File: config.mk
export PLATFORM = sky130hd
export DESIGN_NAME = ptw_arbiter
export DESIGN_NICKNAME = d
export VERILOG_FILES = /design/src/rtl/ptw_arbiter.sv
export SDC_FILE = /design/constraint.sdc
export NUM_CORES = 1
export LEC_CHECK = 0
export BUFFER_PORTS_ARGS = -buffer_cell sky130_fd_sc_hd__buf_2
export CAP_MARGIN = 10
export CORE_MARGIN = 2
export CORE_UTILIZATION = 49
export CTS_CLUSTER_SIZE = 12
export DETAILED_ROUTE_END_ITERATION = 8
export HOLD_SLACK_MARGIN = 0.02
export PLACE_DENSITY = 0.85
export SLEW_MARGIN = 20
export SYNTH_ARGS = -nofsm -noshare
export SYNTH_HDL_FRONTEND = slang
export SYNTH_SLANG_ARGS = --single-unit
export TNS_END_PERCENT = 50
File: constraint.sdc
create_clock -name clk -period 6.3 [get_ports clk]
set_clock_uncertainty 0.1 [all_clocks]
set_input_delay 0.945 -clock clk [delete_from_list [all_inputs] [get_ports clk]]
set_output_delay 0.945 -clock clk [all_outputs]
set_load 0.005 [all_outputs]
File: src/rtl/ptw_arbiter.sv
// -----------------------------------------------------------------------------
// ptw_arbiter
//
// Shares a single Page Table Walker between NUM_REQ TLB requesters. One walk is
// in flight at a time; requesters are granted in round-robin order starting at
// rr_ptr. A watchdog synthesises an all-zero (faulting) PTE when the PTW does
// not answer within TIMEOUT cycles. The late PTW answer is then drained and
// discarded so it can never be mistaken for the next walk's response.
//
// Handshake rule on every channel: a transfer happens in a cycle where valid
// and ready are both 1. A valid driven by this block stays high, with stable
// data, until it is accepted.
//
// Ports
//   clk               clock, rising edge
//   rst               asynchronous reset, active low
//   req_valid_i       per-requester walk request valid          [NUM_REQ]
//   req_ready_o       per-requester request ready (comb)        [NUM_REQ]
//   req_vaddr_i       request vaddrs, requester i at [32i+:32]  [NUM_REQ*32]
//   resp_valid_o      per-requester response valid (one-hot)    [NUM_REQ]
//   resp_ready_i      per-requester response ready              [NUM_REQ]
//   resp_pte_o        returned PTE (shared bus)                 [32]
//   resp_timeout_o    response was synthesised by the watchdog
//   ptw_req_valid_o   PTW request valid
//   ptw_req_ready_i   PTW request ready
//   ptw_vaddr_o       PTW virtual address                       [32]
//   ptw_resp_valid_i  PTW response valid
//   ptw_resp_ready_o  PTW response ready
//   ptw_pte_i         PTE from the PTW                          [32]
//   busy_o            high whenever the FSM is not IDLE
//   grant_id_o        index of the current / last granted requester
//   timeout_err_o     sticky watchdog-expiry flag
//   dbg_state_o       current FSM state (IDLE=0 ISSUE=1 WAIT_RESP=2
//                     RETURN=3 DRAIN=4)
// -----------------------------------------------------------------------------
module ptw_arbiter #(
  parameter int NUM_REQ = 2,
  parameter int TIMEOUT = 256,
  parameter int ID_BITS = 1
) (
  input  logic                   clk,
  input  logic                   rst,
  input  logic [NUM_REQ-1:0]     req_valid_i,
  output logic [NUM_REQ-1:0]     req_ready_o,
  input  logic [NUM_REQ*32-1:0]  req_vaddr_i,
  output logic [NUM_REQ-1:0]     resp_valid_o,
  input  logic [NUM_REQ-1:0]     resp_ready_i,
  output logic [31:0]            resp_pte_o,
  output logic                   resp_timeout_o,
  output logic                   ptw_req_valid_o,
  input  logic                   ptw_req_ready_i,
  output logic [31:0]            ptw_vaddr_o,
  input  logic                   ptw_resp_valid_i,
  output logic                   ptw_resp_ready_o,
  input  logic [31:0]            ptw_pte_i,
  output logic                   busy_o,
  output logic [ID_BITS-1:0]     grant_id_o,
  output logic                   timeout_err_o,
  output logic [2:0]             dbg_state_o
);

  typedef enum logic [2:0] {
    IDLE      = 3'd0,
    ISSUE     = 3'd1,
    WAIT_RESP = 3'd2,
    RETURN    = 3'd3,
    DRAIN     = 3'd4
  } state_t;

  // Timer is sized to hold TIMEOUT without wrapping; one bit when disabled.
  localparam int TW = (TIMEOUT > 0) ? $clog2(TIMEOUT + 1) : 1;
  localparam logic [TW-1:0] TIMER_LAST = TW'((TIMEOUT > 0) ? (TIMEOUT - 1) : 0);

  state_t              state;
  logic [ID_BITS-1:0]  rr_ptr;
  logic [TW-1:0]       timer;

  // ---------------------------------------------------------------------------
  // Round-robin winner search. Scanning offsets from high to low lets the
  // smallest offset from rr_ptr overwrite the others, so no "found" chain is
  // needed inside the loop.
  // ---------------------------------------------------------------------------
  logic [ID_BITS-1:0] winner;
  logic [ID_BITS-1:0] idx;
  logic               found;

  always_comb begin
    winner = rr_ptr;
    idx    = '0;
    found  = 1'b0;
    for (int k = NUM_REQ - 1; k >= 0; k--) begin
      idx = ID_BITS'((int'(rr_ptr) + k) % NUM_REQ);
      if (req_valid_i[idx]) begin
        winner = idx;
        found  = 1'b1;
      end
    end
  end

  // Ready is only offered to the winner, only in IDLE and never during reset.
  always_comb begin
    req_ready_o = '0;
    if (rst && (state == IDLE) && found) begin
      req_ready_o[winner] = 1'b1;
    end
  end

  // One-hot of the granted requester, used to route the response.
  logic [NUM_REQ-1:0] grant_onehot;
  always_comb begin
    grant_onehot             = '0;
    grant_onehot[grant_id_o] = 1'b1;
  end

  logic [ID_BITS-1:0] rr_next;
  assign rr_next = (int'(grant_id_o) == NUM_REQ - 1) ? '0
                                                      : grant_id_o + ID_BITS'(1);

  // A late PTW answer taken while still in RETURN after a timeout means the
  // stale response is already gone, so DRAIN is not needed afterwards.
  logic late_drained_now;
  assign late_drained_now = resp_timeout_o && ptw_resp_ready_o && ptw_resp_valid_i;

  // ---------------------------------------------------------------------------
  // Main FSM with registered outputs.
  // ---------------------------------------------------------------------------
  always_ff @(posedge clk or negedge rst) begin
    if (!rst) begin
      state            <= IDLE;
      rr_ptr           <= '0;
      timer            <= '0;
      grant_id_o       <= '0;
      ptw_vaddr_o      <= '0;
      ptw_req_valid_o  <= 1'b0;
      ptw_resp_ready_o <= 1'b0;
      resp_valid_o     <= '0;
      resp_pte_o       <= '0;
      resp_timeout_o   <= 1'b0;
      timeout_err_o    <= 1'b0;
    end else begin
      unique case (state)
        IDLE: begin
          if (found) begin
            grant_id_o      <= winner;
            ptw_vaddr_o     <= req_vaddr_i[{winner, 5'b00000} +: 32];
            ptw_req_valid_o <= 1'b1;
            state           <= ISSUE;
          end
        end

        ISSUE: begin
          if (ptw_req_ready_i) begin
            ptw_req_valid_o  <= 1'b0;
            ptw_resp_ready_o <= 1'b1;
            timer            <= '0;
            state            <= WAIT_RESP;
          end
        end

        WAIT_RESP: begin
          // A real response beats a watchdog expiry in the same cycle.
          if (ptw_resp_valid_i) begin
            resp_pte_o       <= ptw_pte_i;
            ptw_resp_ready_o <= 1'b0;
            resp_timeout_o   <= 1'b0;
            resp_valid_o     <= grant_onehot;
            state            <= RETURN;
          end else if (TIMEOUT != 0) begin
            if (timer == TIMER_LAST) begin
              // Keep ptw_resp_ready_o high so the late answer can be drained.
              resp_pte_o     <= '0;
              resp_timeout_o <= 1'b1;
              timeout_err_o  <= 1'b1;
              resp_valid_o   <= grant_onehot;
              state          <= RETURN;
            end else begin
              timer <= timer + TW'(1);
            end
          end
        end

        RETURN: begin
          if (late_drained_now) begin
            ptw_resp_ready_o <= 1'b0;
          end
          if (resp_ready_i[grant_id_o]) begin
            resp_valid_o   <= '0;
            resp_timeout_o <= 1'b0;
            rr_ptr         <= rr_next;
            if (resp_timeout_o && ptw_resp_ready_o && !ptw_resp_valid_i) begin
              state <= DRAIN;
            end else begin
              state <= IDLE;
            end
          end
        end

        DRAIN: begin
          // Discard the late PTE; a PTW that never answers holds us here.
          if (ptw_resp_valid_i) begin
            ptw_resp_ready_o <= 1'b0;
            state            <= IDLE;
          end
        end

        default: begin
          state <= IDLE;
        end
      endcase
    end
  end

  assign busy_o      = (state != IDLE);
  assign dbg_state_o = state;

  // ---------------------------------------------------------------------------
  // Structural properties of the outputs.
  // ---------------------------------------------------------------------------
  property p_resp_onehot;
    @(posedge clk) disable iff (!rst) $onehot0(resp_valid_o);
  endproperty
  a_resp_onehot: assert property (p_resp_onehot);

  property p_ptw_req_hold;
    @(posedge clk) disable iff (!rst)
      (ptw_req_valid_o && !ptw_req_ready_i) |=> (ptw_req_valid_o && $stable(ptw_vaddr_o));
  endproperty
  a_ptw_req_hold: assert property (p_ptw_req_hold);

  property p_resp_hold;
    @(posedge clk) disable iff (!rst)
      ((|resp_valid_o) && !(|(resp_valid_o & resp_ready_i)))
        |=> ($stable(resp_valid_o) && $stable(resp_pte_o));
  endproperty
  a_resp_hold: assert property (p_resp_hold);

endmodule
==> flow_metrics.tcl, run 1 <==
set metrics [dict create \
    run_status "finished clean" \
    drt-pass1-iter-count 4 \
    maxCapViolations 0 \
    fin_util_pct 66.8 \
    syn-cell-area_um2 3590 \
    async_flop_share_pct 100 \
    gp_congestion 0.799 \
    synthToLayoutAreaGrowth_pct 33.4 \
    grt_max_degree 84 \
    synth.top_cells.by_count "dfrtp_1 (84), nor2_1 (47), a21oi_1 (42)" \
    placed_cell_area_um2 4570 \
    swShare_pct 34.3 \
    period_share_pct 53.4 \
    numCtsBuffers 9 \
    vias_per_cell 5.26 \
    grt_usage_pct 21.1 \
    wl_per_cell_um 14.9 \
    initial_core_util_pct 50.1 \
    nFillCells 573 \
    postSynthNetCount 428 \
    synthTopCellsByArea "dfrtp_1 (58%), mux2i_1 (9.2%), a22o_1 (8.3%)" \
    p_seq_share_pct 43.1 \
    fin_crit_ns 3.37 \
    vias 3145 \
    postCtsSetupRepairBufs 0 \
    synth_area_leader_cell "dfrtp_1" \
    critPathArrivalTime_ns 2.32 \
    clock.fmax_mhz 297 \
    relSlewSlack_pct 44.7 \
    path_clk_slew_ns 0.08 \
    hold_buffers 0 \
    rr_worst_depth 9 \
    vdd.ir_drop.worst_mv 0.205 \
    clock_sinks 84 \
    combPwrFrac_pct 37.1 \
    drtIter0Drc 162 \
    setup_viol 0 \
    finalPower_mw 2.11 \
    r2r_slack_ns 3.32 \
    holdWs_ns 0.287 \
    synthFlopType "dfrtp_1" \
    antenna_found_initial 0 \
    r2r_start "timer[0]$_DFFE_PN0P_" \
    dieArea_um2 8040 \
    ys_seq_area_share_pct 58.5 \
    drcViolationCount 0 \
    internal_power_mw 1.38 \
    synth_most_common_cell "dfrtp_1" \
    grt_pass1_vias 2826 \
    ant_nets 0 \
    critPathCaptureType "output pin" \
    ios 181 \
    final_area_um2 4790 \
    synth.avg_cell_area_um2 11.2 \
    cts_root_buf "clkbuf_8" \
    cts_tree "done" \
    synthCells 322 \
    grt_overflow 0 \
    synth_edf_count 0 \
    yosysWarnings 0 \
    antenna_cells 0 \
    port-buffer-count 180 \
    pwr-share-clk_pct 19.8 \
    switchingPower_mw 0.721 \
    die_h_um 89.7 \
    grt_pass1_wl_um 13000 \
    crit_required_ns 5.25 \
    htreeDepth 3 \
    core_area_um2 7180 \
    ys_ff_latch 84 \
    drive_gt1_share_pct 40.9 \
    synth.top_cell.area_share_pct 58.5 \
    critPathLaunchType "register" \
    drt_wl_total_um 8930 \
    timing.rr.end "timer[5]$_DFFE_PN0P_" \
    cts_buffer_depth 2 \
    hold_violations 0 \
    nNetsFinal 600 \
    min_path_type "input pin to asynchronous set/reset pin" \
    tns_ns 0 \
    clock_latency_ns 0.34 \
    num_rows 31 \
    p_leak_nw 2.52 \
    crit_fanout 67 \
    rsz0062_at_grt "no" \
    slew_violations 0 \
    ys_types 39 \
    cellPowerDensity_nw_per_um2 439 \
    max_slew.worst_pin.slew_ns 0.826 \
    dpl.hpwl_um 6510 \
    fp.dieW_um 89.7 \
    cts_resized 0 \
    crit_type "register to output pin" \
]
## layout make-up
class                      count  area, um2  share of cell area [%]
inverter                       3       11.3                   0.235
sequential                    84       2100                    43.8
timing repair buffer         183        930                    19.4
clock inverter                 4       72.6                    1.51
clock buffer                  12        145                    3.03
tap                           99        124                    2.58
multi-input combinational    213       1410                    29.4
## cell families (layout without fill, tap and decap cells)
logic type	after synthesis	count (layout)	share of synthesized area (%)
buffers and inverters	25	202	2.89
flip-flops	84	84	58.5
adder cells (fa/ha/maj)	3	3	0.974
AND/OR/NAND/NOR	77	77	9.64
XOR/XNOR	2	2	0.487
AO/OA/AOI/OAI	97	97	18.0
multiplexers	34	34	9.50
## metal layers
layer	wire (um)	track usage (%)	share of wire, %
met5	0	0	0
met1	3730	28.0	42
met3	479	3.75	5.4
met2	4490	34.5	50
met4	225	8.68	2.5
## critical path, cell delays in order (launching register included)
cell	delay, ns
dfrtp_1	0.54
or3_1	0.50
nor2_4	0.10
buf_4	0.49
and3_1	0.23
buf_2	0.11
## sequential cells by signal, summed over array words and instances (netlist names), 2 cells and up
register	cells
resp_pte_o	32
dbg_state_o	3
ptw_vaddr_o	32
resp_valid_o	2
timer	9
## power by group through the flow
| stage | Sequential (mW) | Clock (mW) | Combinational, mW |
|---|---|---|---|
| global route | 0.938 | 0.448 | 0.869 |
| CTS | 0.908 | 0.425 | 0.791 |
| global placement | 0.906 | 0 | 0.757 |
| floorplan | 0.912 | 0 | 0.433 |
| finish | 0.908 | 0.416 | 0.782 |
| detailed placement | 0.908 | 0 | 0.794 |
## worst max path at each step
stage | startpoint | end | depth (start not counted)
after floorplan | req_valid_i[1] | req_ready_o[1] | 4
after global placement | req_valid_i[0] | req_ready_o[1] | 6
after detailed placement | req_valid_i[0] | req_ready_o[1] | 6
after CTS | dbg_state_o[2]$_DFFE_PN0P_ | req_ready_o[1] | 5
after global routing | dbg_state_o[2]$_DFFE_PN0P_ | req_ready_o[0] | 6
final | dbg_state_o[2]$_DFFE_PN0P_ | req_ready_o[1] | 5
## placed cells by master (no fill, tap or decap), drive strengths merged, types with 3 or more instances in the layout
master and instances:
inv 3, o21ai 9, a211oi 3, nand3 4, a21oi 42, clkbuf 12
buf 183, dfrtp 84, nor2 47, mux2i 33, a22o 34, nand2 10
## per-stage QoR
| stage | setup slack [ns] | cells |
|---|---|---|
| 6_report | 2.93 | 598 |
| 5_1_grt | 2.78 | 598 |
| 4_1_cts | 2.93 | 598 |
| 3_5_place_dp | 3.18 | 582 |
| 3_3_place_gp | 3.21 | 582 |
| 2_1_floorplan | 3.31 | 322 |
(Power assumes the default switching activity.)
==> run 2: changes to the inputs <==
--- a/config.mk
+++ b/config.mk
@@ -8,11 +8,11 @@
 export BUFFER_PORTS_ARGS = -buffer_cell sky130_fd_sc_hd__buf_2
 export CAP_MARGIN = 10
 export CORE_MARGIN = 2
-export CORE_UTILIZATION = 49
+export CORE_UTILIZATION = 41
 export CTS_CLUSTER_SIZE = 12
 export DETAILED_ROUTE_END_ITERATION = 8
 export HOLD_SLACK_MARGIN = 0.02
-export PLACE_DENSITY = 0.85
+export PLACE_DENSITY = 0.76
 export SLEW_MARGIN = 20
 export SYNTH_ARGS = -nofsm -noshare
 export SYNTH_HDL_FRONTEND = slang
==> constraint.sdc (replaced) <==
create_clock -name clk -period 3 [get_ports clk]
set_clock_uncertainty 0.1 [all_clocks]
set_input_delay 0.45 -clock clk [delete_from_list [all_inputs] [get_ports clk]]
set_output_delay 0.45 -clock clk [all_outputs]
set_load 0.005 [all_outputs]
==> run 2 against run 1 <==
  * Highest routed layer unchanged
  * Sequential power increased by 110%
  * Critical path type is now register to register
  * First-iteration DRC count decreased by 54%
  * Wire length decreased by 3.4%
  * Final cell count increased by 2.2%
  * Die area increased by 19%
  * Largest cell class unchanged
  * Total power increased by 110%
  * Combinational power increased by 110%
  * Critical path depth increased by 4
==> flow_metrics.tcl, run 2 (synthesized netlist as in run 1, its figures left out) <==
set metrics [dict create \
    grt_usage_pct 18.2 \
    setup_viol 0 \
    cts_root_buf "clkbuf_8" \
    drt-pass1-iter-count 4 \
    tns_ns 0 \
    drive_gt1_share_pct 41.6 \
    fp.dieW_um 97.6 \
    synthToLayoutAreaGrowth_pct 35.1 \
    grt_max_degree 50 \
    antenna_cells 0 \
    regArea_um2 2100 \
    vdd.ir_drop.worst_mv 0.402 \
    reg_top3 "ptw_vaddr_o: 32 flops, resp_pte_o: 32 flops, timer: 9 flops" \
    drt_wl_total_um 8620 \
    grt_overflow 0 \
    cts_buffer_depth 2 \
    nNetsFinal 605 \
    slew_violations 0 \
    maxCapViolations 0 \
    finalPower_mw 4.49 \
    gp_congestion 0.795 \
    clock.fmax_mhz 346 \
    critPathArrivalTime_ns 3.05 \
    critPathCaptureType "register" \
    cellPowerDensity_nw_per_um2 924 \
    wl_per_cell_um 14.1 \
    clock_sinks 84 \
    run_status "finished clean" \
    num_rows 34 \
    final_cell_mix "buf_2 (179), dfrtp_1 (83), nor2_1 (46)" \
    period_share_pct 96.3 \
    fin_crit_ns 2.89 \
    max_slew.worst_pin.slew_ns 0.593 \
    port-buffer-count 180 \
    vias_per_cell 5.06 \
    postCtsSetupRepairBufs 0 \
    hold_violations 0 \
    grt_pass1_wl_um 14200 \
    drcViolationCount 0 \
    dpl.hpwl_um 6310 \
    path_clk_slew_ns 0.08 \
    cts_tree "done" \
    p_leak_nw 2.55 \
    antenna_found_initial 0 \
    die_h_um 97.6 \
    numCtsBuffers 9 \
    ant_nets 0 \
    htreeDepth 3 \
    final_common_cell "buf_2" \
    min_path_type "input pin to register" \
    multi_input_area_um2 1410 \
    ios 181 \
    dieArea_um2 9530 \
    crit_fanout 6 \
    crit_type "register to register" \
    dp_slack_ns 0.0996 \
    critPathLaunchType "register" \
    drtIter0Drc 75 \
    crit_required_ns 3.16 \
    nFillCells 761 \
    core_area_um2 8590 \
    relSlewSlack_pct 60.5 \
    vias 3089 \
    grt_pass1_vias 3069 \
    layout_setup_ws_ns 0.111 \
    clock_latency_ns 0.34 \
    initial_core_util_pct 41.8 \
]
[run 2: final timing paths]
kind                                                   end  cells past startpoint                 startpoint  slack, ns
worst max-delay path                  timer[7]$_DFFE_PN0P_                      9       timer[0]$_DFFE_PN0P_       0.11
worst min-delay path            resp_pte_o[31]$_DFFE_PN0P_                      2              ptw_pte_i[31]       0.22
worst max register to register        timer[7]$_DFFE_PN0P_                      9       timer[0]$_DFFE_PN0P_       0.11
worst min register to register   timeout_err_o$_DFFE_PN0P_                      1  timeout_err_o$_DFFE_PN0P_       0.39
max in group asynchronous             timer[0]$_DFFE_PN0P_                      3                        rst       1.29
min in group asynchronous       ptw_vaddr_o[9]$_DFFE_PN0P_                      2                        rst       0.52
[run 2: final cells by class]
cell class	count	share of cell area [%]
Tap cell	108	2.78
Clock buffer	11	2.70
Timing Repair Buffer	188	19.9
Inverter	3	0.232
Sequential cell	84	43.3
Clock inverter	4	2.04
Multi-Input combinational cell	213	29.1
[run 2: routing by layer]
layer / track usage (%) / vias to the layer above / share of wire [%]
met2: 29.9 / 92 / 49
met3: 3.81 / 15 / 4.3
met5: 0 / - / 0
met4: 6.94 / 0 / 1.9
met1: 23.6 / 1468 / 44
li1: - / 1514 / -
[run 2: worst max-delay path: stages (launching register included)]
cell and delay (ns):
dfrtp_2 0.44, ha_1 0.24, nand3_1 0.11, nor2_1 0.08
and3_1 0.19, ha_2 0.20, or4b_4 0.55, a21o_4 0.26
or4_1 0.50, a21oi_1 0.15
[run 2: metrics by stage]
stage,instances,utilization (%),area [um2],hold slack [ns]
final,611,56.5,4860,0.224
after global routing,611,56.5,4860,0.209
after CTS,611,56.4,4850,0.207
after global placement,595,53.6,4610,0.332
after detailed placement,595,53.6,4610,0.336
after floorplan,322,-,3590,0.0544
[run 2: report_power, final]
group          switching [mW]  internal (mW)
Sequential              0.299           1.60
Clock                   0.385          0.551
Combinational           0.820          0.829
[run 2: timing repair]
| action | CTS | global route |
|---|---|---|
| hold endpoints to repair | 35 | 0 |
| resized for setup | 0 | 3 |
| setup endpoints to repair | 0 | 2 |
| hold buffers | 1 | 0 |
